**src/rtl/uart_decimal_line_receiver_pkg.sv**
```systemverilog
// Shared constants and types for the decimal-over-UART line receiver.
// The ASCII codes match the ones the line-formatting transmit side emits.
package uart_decimal_line_receiver_pkg;

  localparam logic [7:0] ASCII_CR    = 8'h0d;
  localparam logic [7:0] ASCII_LF    = 8'h0a;
  localparam logic [7:0] ASCII_SPACE = 8'h20;
  localparam logic [7:0] ASCII_ZERO  = 8'h30;
  localparam logic [7:0] ASCII_NINE  = 8'h39;

  // Serial receiver states, in frame order.
  typedef enum logic [1:0] {
    RX_IDLE  = 2'd0,
    RX_START = 2'd1,
    RX_DATA  = 2'd2,
    RX_STOP  = 2'd3
  } rx_state_t;

  // True for the ASCII decimal digits '0'..'9'.
  function automatic logic is_digit(input logic [7:0] b);
    return (b >= ASCII_ZERO) && (b <= ASCII_NINE);
  endfunction

endpackage

```
**src/rtl/uart_decimal_line_receiver_uart_rx_byte.sv**
```systemverilog
// 8N1 byte receiver: two-flop synchroniser on rx followed by a mid-bit
// sampling FSM. Emits a one-cycle strobe per framed byte or framing error.
module uart_rx_byte
  import uart_decimal_line_receiver_pkg::*;
#(
  parameter int CLOCK_DIVISOR = 104
) (
  input  logic       clock,
  input  logic       reset,
  input  logic       rx,
  output logic [7:0] byte_out,
  output logic       byte_valid,
  output logic       framing_error
);

  localparam int CNT_W = $clog2(CLOCK_DIVISOR);
  localparam logic [CNT_W-1:0] HALF_BIT  = CNT_W'(CLOCK_DIVISOR / 2);
  localparam logic [CNT_W-1:0] LAST_TICK = CNT_W'(CLOCK_DIVISOR - 1);

  logic             rx_meta_r;
  logic             rx_sync_r;
  rx_state_t        state_r;
  rx_state_t        state_next_s;
  logic [CNT_W-1:0] cnt_r;
  logic [CNT_W-1:0] cnt_next_s;
  logic [2:0]       bit_idx_r;
  logic [2:0]       bit_idx_next_s;
  logic [7:0]       shift_r;
  logic [7:0]       shift_next_s;
  logic             byte_fire_s;
  logic             frame_err_s;
  logic [7:0]       byte_out_r;
  logic             byte_valid_r;
  logic             framing_error_r;

  // State register, datapath registers, synchroniser and registered strobes.
  always_ff @(posedge clock) begin
    if (reset) begin
      rx_meta_r       <= 1'b1;
      rx_sync_r       <= 1'b1;
      state_r         <= RX_IDLE;
      cnt_r           <= '0;
      bit_idx_r       <= 3'd0;
      shift_r         <= 8'h00;
      byte_out_r      <= 8'h00;
      byte_valid_r    <= 1'b0;
      framing_error_r <= 1'b0;
    end else begin
      rx_meta_r       <= rx;
      rx_sync_r       <= rx_meta_r;
      state_r         <= state_next_s;
      cnt_r           <= cnt_next_s;
      bit_idx_r       <= bit_idx_next_s;
      shift_r         <= shift_next_s;
      byte_valid_r    <= byte_fire_s;
      framing_error_r <= frame_err_s;
      if (byte_fire_s) begin
        byte_out_r <= shift_r;
      end
    end
  end

  // Next-state logic: walk start, eight data bits and stop at mid-bit ticks.
  always_comb begin
    state_next_s = state_r;
    case (state_r)
      RX_IDLE: begin
        if (!rx_sync_r) state_next_s = RX_START;
        else            state_next_s = RX_IDLE;
      end
      RX_START: begin
        if (cnt_r == HALF_BIT) begin
          // A start bit that is high again at mid-bit was only a glitch.
          if (!rx_sync_r) state_next_s = RX_DATA;
          else            state_next_s = RX_IDLE;
        end else begin
          state_next_s = RX_START;
        end
      end
      RX_DATA: begin
        if ((cnt_r == LAST_TICK) && (bit_idx_r == 3'd7)) state_next_s = RX_STOP;
        else                                              state_next_s = RX_DATA;
      end
      RX_STOP: begin
        if (cnt_r == LAST_TICK) state_next_s = RX_IDLE;
        else                    state_next_s = RX_STOP;
      end
      default: state_next_s = RX_IDLE;
    endcase
  end

  // Output/datapath logic: bit timer, shift register and stop-bit verdict.
  always_comb begin
    cnt_next_s     = cnt_r + {{(CNT_W-1){1'b0}}, 1'b1};
    bit_idx_next_s = bit_idx_r;
    shift_next_s   = shift_r;
    byte_fire_s    = 1'b0;
    frame_err_s    = 1'b0;
    case (state_r)
      RX_IDLE: begin
        cnt_next_s     = '0;
        bit_idx_next_s = 3'd0;
      end
      RX_START: begin
        // Restart the timer at mid start bit so data ticks land mid-bit.
        if (cnt_r == HALF_BIT) cnt_next_s = '0;
        else                   cnt_next_s = cnt_r + {{(CNT_W-1){1'b0}}, 1'b1};
      end
      RX_DATA: begin
        if (cnt_r == LAST_TICK) begin
          cnt_next_s     = '0;
          shift_next_s   = {rx_sync_r, shift_r[7:1]};
          bit_idx_next_s = bit_idx_r + 3'd1;
        end else begin
          cnt_next_s = cnt_r + {{(CNT_W-1){1'b0}}, 1'b1};
        end
      end
      RX_STOP: begin
        if (cnt_r == LAST_TICK) begin
          cnt_next_s = '0;
          if (rx_sync_r) byte_fire_s = 1'b1;
          else           frame_err_s = 1'b1;
        end else begin
          cnt_next_s = cnt_r + {{(CNT_W-1){1'b0}}, 1'b1};
        end
      end
      default: begin
        cnt_next_s     = '0;
        bit_idx_next_s = 3'd0;
      end
    endcase
  end

  assign byte_out      = byte_out_r;
  assign byte_valid    = byte_valid_r;
  assign framing_error = framing_error_r;

endmodule

```
**src/rtl/uart_decimal_line_receiver.sv**
```systemverilog
// Decimal line receiver: parses ASCII decimal lines arriving over UART into
// a binary value, with strobes for accepted values and malformed lines.
module uart_decimal_line_receiver
  import uart_decimal_line_receiver_pkg::*;
#(
  parameter int CLOCK_DIVISOR = 104,
  parameter int VALUE_WIDTH   = 16
) (
  input  logic                   clock,
  input  logic                   reset,
  input  logic                   rx,
  output logic [7:0]             byte_out,
  output logic                   byte_valid,
  output logic [VALUE_WIDTH-1:0] value,
  output logic                   value_valid,
  output logic                   framing_error,
  output logic                   parse_error,
  output logic                   overflow_error
);

  // Four headroom bits hold acc*10+9 for any acc up to the saturation limit.
  localparam int ACC_W = VALUE_WIDTH + 4;
  localparam logic [ACC_W-1:0] ACC_MAX = {{4{1'b0}}, {VALUE_WIDTH{1'b1}}};

  logic [7:0]             rx_byte_s;
  logic                   rx_valid_s;
  logic [ACC_W-1:0]       acc_r;
  logic [ACC_W-1:0]       acc_next_s;
  logic [ACC_W-1:0]       product_s;
  logic [7:0]             digit_count_r;
  logic [7:0]             digit_count_next_s;
  logic                   bad_r;
  logic                   bad_next_s;
  logic                   ovf_r;
  logic                   ovf_next_s;
  logic [VALUE_WIDTH-1:0] value_r;
  logic [VALUE_WIDTH-1:0] value_next_s;
  logic                   value_valid_s;
  logic                   parse_error_s;
  logic                   overflow_error_s;
  logic                   value_valid_r;
  logic                   parse_error_r;
  logic                   overflow_error_r;

  uart_rx_byte #(
    .CLOCK_DIVISOR(CLOCK_DIVISOR)
  ) u_rx (
    .clock        (clock),
    .reset        (reset),
    .rx           (rx),
    .byte_out     (rx_byte_s),
    .byte_valid   (rx_valid_s),
    .framing_error(framing_error)
  );

  assign byte_out   = rx_byte_s;
  assign byte_valid = rx_valid_s;

  // Multiply-by-ten as shift-and-add, then add the incoming digit.
  assign product_s = (acc_r << 3'd3) + (acc_r << 3'd1) + {{VALUE_WIDTH{1'b0}}, rx_byte_s[3:0]};

  // Parser: one byte per strobe; terminators resolve the line and clear it.
  always_comb begin
    acc_next_s         = acc_r;
    digit_count_next_s = digit_count_r;
    bad_next_s         = bad_r;
    ovf_next_s         = ovf_r;
    value_next_s       = value_r;
    value_valid_s      = 1'b0;
    parse_error_s      = 1'b0;
    overflow_error_s   = 1'b0;
    if (rx_valid_s) begin
      if (is_digit(rx_byte_s)) begin
        // The count only needs to distinguish zero from non-zero, so it saturates.
        if (digit_count_r == 8'hFF) digit_count_next_s = digit_count_r;
        else                        digit_count_next_s = digit_count_r + 8'd1;
        if (product_s > ACC_MAX) begin
          acc_next_s = ACC_MAX;
          ovf_next_s = 1'b1;
        end else begin
          acc_next_s = product_s;
        end
      end else if (rx_byte_s == ASCII_SPACE) begin
        // Spaces are padding and leave the line state alone.
        acc_next_s = acc_r;
      end else if ((rx_byte_s == ASCII_CR) || (rx_byte_s == ASCII_LF)) begin
        if (bad_r) begin
          parse_error_s = 1'b1;
        end else if (ovf_r) begin
          overflow_error_s = 1'b1;
        end else if (digit_count_r != 8'd0) begin
          value_next_s  = acc_r[VALUE_WIDTH-1:0];
          value_valid_s = 1'b1;
        end else begin
          // Empty line, typically the LF half of CRLF.
          value_valid_s = 1'b0;
        end
        acc_next_s         = '0;
        digit_count_next_s = 8'd0;
        bad_next_s         = 1'b0;
        ovf_next_s         = 1'b0;
      end else begin
        bad_next_s = 1'b1;
      end
    end else begin
      acc_next_s = acc_r;
    end
  end

  // Parser state and registered result outputs.
  always_ff @(posedge clock) begin
    if (reset) begin
      acc_r            <= '0;
      digit_count_r    <= 8'd0;
      bad_r            <= 1'b0;
      ovf_r            <= 1'b0;
      value_r          <= '0;
      value_valid_r    <= 1'b0;
      parse_error_r    <= 1'b0;
      overflow_error_r <= 1'b0;
    end else begin
      acc_r            <= acc_next_s;
      digit_count_r    <= digit_count_next_s;
      bad_r            <= bad_next_s;
      ovf_r            <= ovf_next_s;
      value_r          <= value_next_s;
      value_valid_r    <= value_valid_s;
      parse_error_r    <= parse_error_s;
      overflow_error_r <= overflow_error_s;
    end
  end

  assign value          = value_r;
  assign value_valid    = value_valid_r;
  assign parse_error    = parse_error_r;
  assign overflow_error = overflow_error_r;

endmodule

```
**config.mk**
```make
export PLATFORM = sky130hd
export DESIGN_NAME = uart_decimal_line_receiver
export DESIGN_NICKNAME = d
export VERILOG_FILES = /design/src/rtl/uart_decimal_line_receiver_pkg.sv /design/src/rtl/uart_decimal_line_receiver_uart_rx_byte.sv /design/src/rtl/uart_decimal_line_receiver.sv
export SDC_FILE = /design/constraint.sdc
export NUM_CORES = 1
export LEC_CHECK = 0
export ABC_AREA = 0
export CORE_ASPECT_RATIO = 1.75
export CORE_MARGIN = 1
export CORE_UTILIZATION = 35
export CTS_CLUSTER_DIAMETER = 40
export CTS_CLUSTER_SIZE = 24
export DETAILED_ROUTE_END_ITERATION = 8
export PLACE_DENSITY = 0.51
export SETUP_SLACK_MARGIN = 0.02
export SYNTH_ARGS = -nofsm -noshare
export SYNTH_HDL_FRONTEND = slang
export SYNTH_SLANG_ARGS = --single-unit
```
**constraint.sdc**
```tcl
create_clock -name clock -period 4 [get_ports clock]
set_clock_uncertainty 0.1 [all_clocks]
set_input_delay 0.8 -clock clock [delete_from_list [all_inputs] [get_ports clock]]
set_output_delay 0.8 -clock clock [all_outputs]
set_load 0.1 [all_outputs]
```
; ---- After elaboration in Yosys (flattened, before gate mapping)
; Cells that the tools add are included.
[totals]
regBits = 80
inputBits = 3
word_cells = 97
[op_classes]
addsub = 5
magnitude_cmp = 3
n_eq_ne = 14
n_mux = 31
bitwise = 8
n_reduce_logical = 19
[op_table]
columns = op, count
row1 = 19-bit 2-to-1 mux, 4
row2 = 8-bit 2-to-1 mux, 4
row3 = 7-bit one-hot mux with 3 select lines, 1
row4 = 20-bit adder, 1
row5 = 20-bit by 4-bit adder with 20-bit output, 1
row6 = 20-bit by 16-bit greater-than comparator with 1-bit output (second input constant), 1
row7 = 8-bit by 4-bit == test with 1-bit output (second input constant), 2
row8 = 1-bit 2-to-1 mux, 14
row9 = 7-bit 2-to-1 mux, 2
row10 = 8-bit by 1-bit adder with 8-bit output (second input constant), 1
row11 = 8-bit by 6-bit == test with 1-bit output (second input constant), 1
row12 = 8-bit == test (second input constant), 1
row13 = 8-bit by 6-bit greater-or-equal comparator with 1-bit output (second input constant), 1
row14 = 8-bit by 6-bit less-or-equal comparator with 1-bit output (second input constant), 1
row15 = 1-bit NOT, 8
row16 = 2-bit one-hot mux with 4 select lines, 1
row17 = 4-bit AND reduction, 2
row18 = 8-bit nonzero test, 1
row19 = 7-bit by 1-bit adder with 7-bit output (second input constant), 1
row20 = 7-bit by 6-bit == test with 1-bit output (second input constant), 1
row21 = 7-bit == test (second input constant), 1
row22 = 7-bit AND reduction, 1
row23 = 7-bit OR reduction, 1
row24 = 2-bit 2-to-1 mux, 3
row25 = 18 further kinds, 25

; ---- Depth between registers and ports, before layout
[depth]
ltp_word = 5
ltp_mapped = 12
mapped_depth_nobuf = 11

; ---- By module
; A second synthesis with hierarchy kept.
[unflattened]
cells_unflattened = 517
hier_area_um2 = 4616.9
[by_module_without_submodules]
columns = module, instances, cells_per_inst, area_each_um2
row1 = uart_decimal_line_receiver, 1, 357, 3164.3
row2 = uart_rx_byte, 1, 160, 1452.6

; ---- Worst setup path before layout
; OpenSTA, ideal clock, no wires.
[synth_path]
path_kind = register to register
from = reg u_rx.byte_out_r[3], in the netlist u_rx.byte_out[3]
to = reg acc_r[13]
setup_ns = 0.088
arrival_ns = 4.037
required_ns = 3.812
slack_ns = -0.225
stages_incl_launch_ff = 13
cell_sequence = dfxtp_1 inv_1 fa_1 inv_1 fa_1 a211o_1 a2111oi_4 nor4b_1 or3b_1 o311ai_2 nor2_4 buf_6 a311oi_2
[synth_via]
elab_chain_len = 4
elab_cells_between_ends = 14
classes_between = 1 x add/sub / 3 x order compare / 4 x eq/ne / 2 x mux / 4 x reduce/logical
[synth_rtl]
columns = item, line
row1 = start: declaration, uart_decimal_line_receiver_uart_rx_byte.sv:32  ; logic [7:0] byte_out_r;
row2 = start signal: assignment, uart_decimal_line_receiver_uart_rx_byte.sv:58  ; byte_out_r <= shift_r;
row3 = 20-bit by 4-bit adder with 20-bit output (tied with other cells), uart_decimal_line_receiver.sv:60  ; assign product_s = (acc_r << 3'd3) + (acc_r << 3'd1) + {{VALUE_WIDTH{1'b0}}, rx_byte_s[3:0]};
row4 = 20-bit by 16-bit greater-than comparator with 1-bit output (tied with other cells), uart_decimal_line_receiver.sv:77  ; if (product_s > ACC_MAX) begin
row5 = 19-bit 2-to-1 mux (tied with other cells), uart_decimal_line_receiver.sv:77
row6 = 19-bit 2-to-1 mux or 3-bit AND reduction (tied branches), n/a
row7 = end signal: assignment, uart_decimal_line_receiver.sv:122  ; acc_r <= acc_next_s;
row8 = end: declaration, uart_decimal_line_receiver.sv:27  ; logic [ACC_W-1:0] acc_r;
; Several ways; a longest one is shown, not always the timed one.
; A chain may end at the register's enable or synchronous reset.

; ---- Final worst setup path
[layout_path]
from = reg u_rx.byte_out_r[3], in the netlist u_rx.byte_out[3]
to = reg acc_r[6]
; The elaborated chain is that of the path after synthesis.

==> out/metrics.csv <==
metric,value,unit
area delta synth->final,17.30,%
status,finished clean,
worst path cell trace,inv_1 -> fa_1 -> inv_1 -> fa_1 -> a211o_1 -> a2111oi_4 -> nor4b_1 -> or3b_1 -> o311ai_2 -> nor2_4 -> buf_4 -> a311oi_1,
die span in y,150.8,um
Final Wtd Congestion,0.9219,
n_diodes,0,
Top delay family on crit path,compound AO/OA/AOI/OAI gates,
kind of critical path,reg -> reg,
drt initial violations,119,
DRC Markers,0,
largest net degree at the start of global routing,30,
core outline area,0.01236,mm^2
register-to-register setup slack,340,ps
hold_buf cts,0,
TritonRoute pass-1 iters,6,
Critical Path AT,3800,ps
RSZ-0062 raised after global routing,false,
Clock transition at path regs,70,ps
Placed Cells,665,
Crit. End Element,flip-flop,
Clock Path Buffers,2,
worst stage delay on the critical path,530,ps
Relative slew margins,28.42,%
CTS tree,yes,
TritonCTS Buffers,9,
Final ANT Viol Nets,0,
layout cell share with drive strength beyond 1,8.577,%
Die W,87.02,um
clock sinks,80,
Crit-path slowest cell,fa_1,
setup TNS,0,ps
leakage,0.002048,uW
Yosys warnings,0,
HP Class,reg -> reg,
Starting Density,35.80,%
# Post-CTS Setup Buffers,0,
Tot GR Track Use,18.33,%
final setup violation count,0,
Peak VDD IR,0.2368,mV
Startpoint Class,flip-flop,
number of synthesized register bits,80,
H-tree levels,3,
post-synthesis sequential area ratio,36.18,%
vias in the first global route,3594,
Worst Tran Pin Value,1070,ps
Nets,553,
post-route insts no fill,681,
final number of max-transition violations,0,
PD cells,320.1,mW/mm^2
Mapped Avg Cell Area,9.165,um^2
Async SR Flop Fraction,0,%
worst-path maximum fanout,16,
drt wl/cell,16.45,um
GRT overflow,0,
"Distinct cells, synth",59,
detailed-route via count,3562,
clock root cell,clkbuf_16,
Detailed Route WL,11200,um
FP Rows,54,
dpl hpwl,8405,um
Crit path buffers/inverters,3,
total die area,0.01312,mm^2
Synth Flop Type,dfxtp_1,
Cells after Synth,483,
"Cell Area, Synth",0.004427,mm^2
global-route wire length before repair,18370,um
Final period util,91.61,%
WP data required,4140,ps
FMAX,272.9,MHz
Max-Cap Viols,0,
minimum clock period,3665,ps
final hold violation count,0,
vias per cell,5.231,
I/O pins,32,
Port Buf Inserts,31,
clock latency on the worst-skew pair,340,ps
Post-synth EDFFs,0,
syn nets,528,
Post-CTS Resized,0,
antenna violations before repair,0,
## registers in the layout, summed over array words and instances, names as in the netlist, 2 cells and up
name and cells:
acc_r 19, digit_count_r 8, u_rx.bit_idx_r 3, u_rx.byte_out 8, u_rx.cnt_r 7, u_rx.shift_r 8
u_rx.state_r 2, value 16
## logic make-up (layout without fill, tap and decap cells)
group,after synthesis,count (layout),share of synthesized area (%)
and+or+nand+nor,155,155,16.73
AOI/OAI and AO/OA,117,117,20.35
DFF,80,80,36.18
adders and majority gates,42,42,12.21
buffers and inverters,40,70,3.759
muxes,26,26,5.879
xor gates and xnor gates,23,23,4.890
## report_power, final
| group | internal (uW) | switching [uW] | total, uW |
|---|---|---|---|
| clock | 490 | 349 | 839 |
| sequential | 798 | 2.79 | 801 |
| combinational | 5.35 | 16.9 | 22.2 |
| total | 1290 | 369 | 1660 |
## final timing paths
kind | startpoint | depth (start not counted) | to
worst min-delay path | u_rx.rx_meta_r$_SDFF_PP1_ | 1 | u_rx.rx_sync_r$_SDFF_PP1_
worst min register to register | u_rx.rx_meta_r$_SDFF_PP1_ | 1 | u_rx.rx_sync_r$_SDFF_PP1_
worst max register to register | u_rx.byte_out[3]$_SDFFE_PP0P_ | 12 | acc_r[6]$_SDFFE_PP0P_
worst max-delay path | u_rx.byte_out[3]$_SDFFE_PP0P_ | 12 | acc_r[6]$_SDFFE_PP0P_
## cell type report
type	instances	area [um^2]
inverters	17	63.81
flip-flops and latches	80	1603
clock inverters	7	78.83
repair buffers	37	350.3
well taps	168	210.2
multi-input cells	363	2661
clock buffers	9	225.2
fillers	1234	7172
## metal layers
metal	share of wire, %	routed length (um)	vias to the layer above	GRT usage (%)
met5	0	0	-	0
met4	2.8	316	0	7.000
met3	2.5	278	22	2.398
met2	55	6151	59	35.43
met1	40	4456	1679	19.62
li1	-	-	1802	-
## per-stage QoR
step / hold WS [ps] / util (%) / setup WS, ps / area [um^2] / total power [uW]
3_3_place_gp: 296.6 / 39.54 / 473.4 / 4888 / 841.7
4_1_cts: 332.9 / 42.00 / 353.5 / 5192 / 1693
5_1_grt: 361.6 / 42.00 / 108.8 / 5192 / 1726
3_5_place_dp: 315.9 / 39.54 / 401.4 / 4888 / 841.8
6_report: 325.7 / 42.00 / 335.5 / 5192 / 1662
2_1_floorplan: 289.5 / - / 61.92 / 4428 / 833.6
## layout by cell type (no fill, tap or decap), types with 4 or more instances in the layout
cell type	synthesis	routed
a21oi_1	42	42
xnor2_1	9	9
inv_1	17	17
a311oi_1	8	8
nor2_1	60	59
nor3_1	7	7
a311oi_2	7	7
mux2i_1	26	26
clkdlybuf4s50_1	0	30
nand2_1	30	30
a21o_1	12	12
dfxtp_1	80	79
clkbuf_16	0	9
ha_1	40	40
nand3_1	18	18
and3_1	10	10
xor2_1	13	13
a211oi_2	4	4
buf_4	0	6
o21a_1	4	4
o21ai_0	8	8
## synthesized netlist by cell type (3+ instances only)
master    number  area, um^2
a21oi_1       42       210.2
inv_1         17       63.81
o21a_1         4       30.03
clkbuf_1      19       71.32
a31oi_1        3       18.77
nor4b_1        3       26.28
mux2i_1       26       260.3
or2_2          3       18.77
a22oi_1        3       22.52
dfxtp_1       80        1602
xnor2_1        9       78.83
nor4_1         3       18.77
nand2_1       30       112.6
a311oi_1       8       70.07
and3_1        10       62.56
o21ai_0        8       40.04
nor3_1         7       35.03
and2_1         3       18.77
nand3_1       18       90.09
a211oi_2       4       50.05
ha_1          40       500.5
nor2_1        60       225.2
xor2_1        13       113.9
a21o_1        12       90.09
nand4_1        3       18.77
nor3b_1        3       22.52
nand2b_1       3       18.77
a311oi_2       7       105.1
Note: power is estimated with default switching activity, not from simulation.
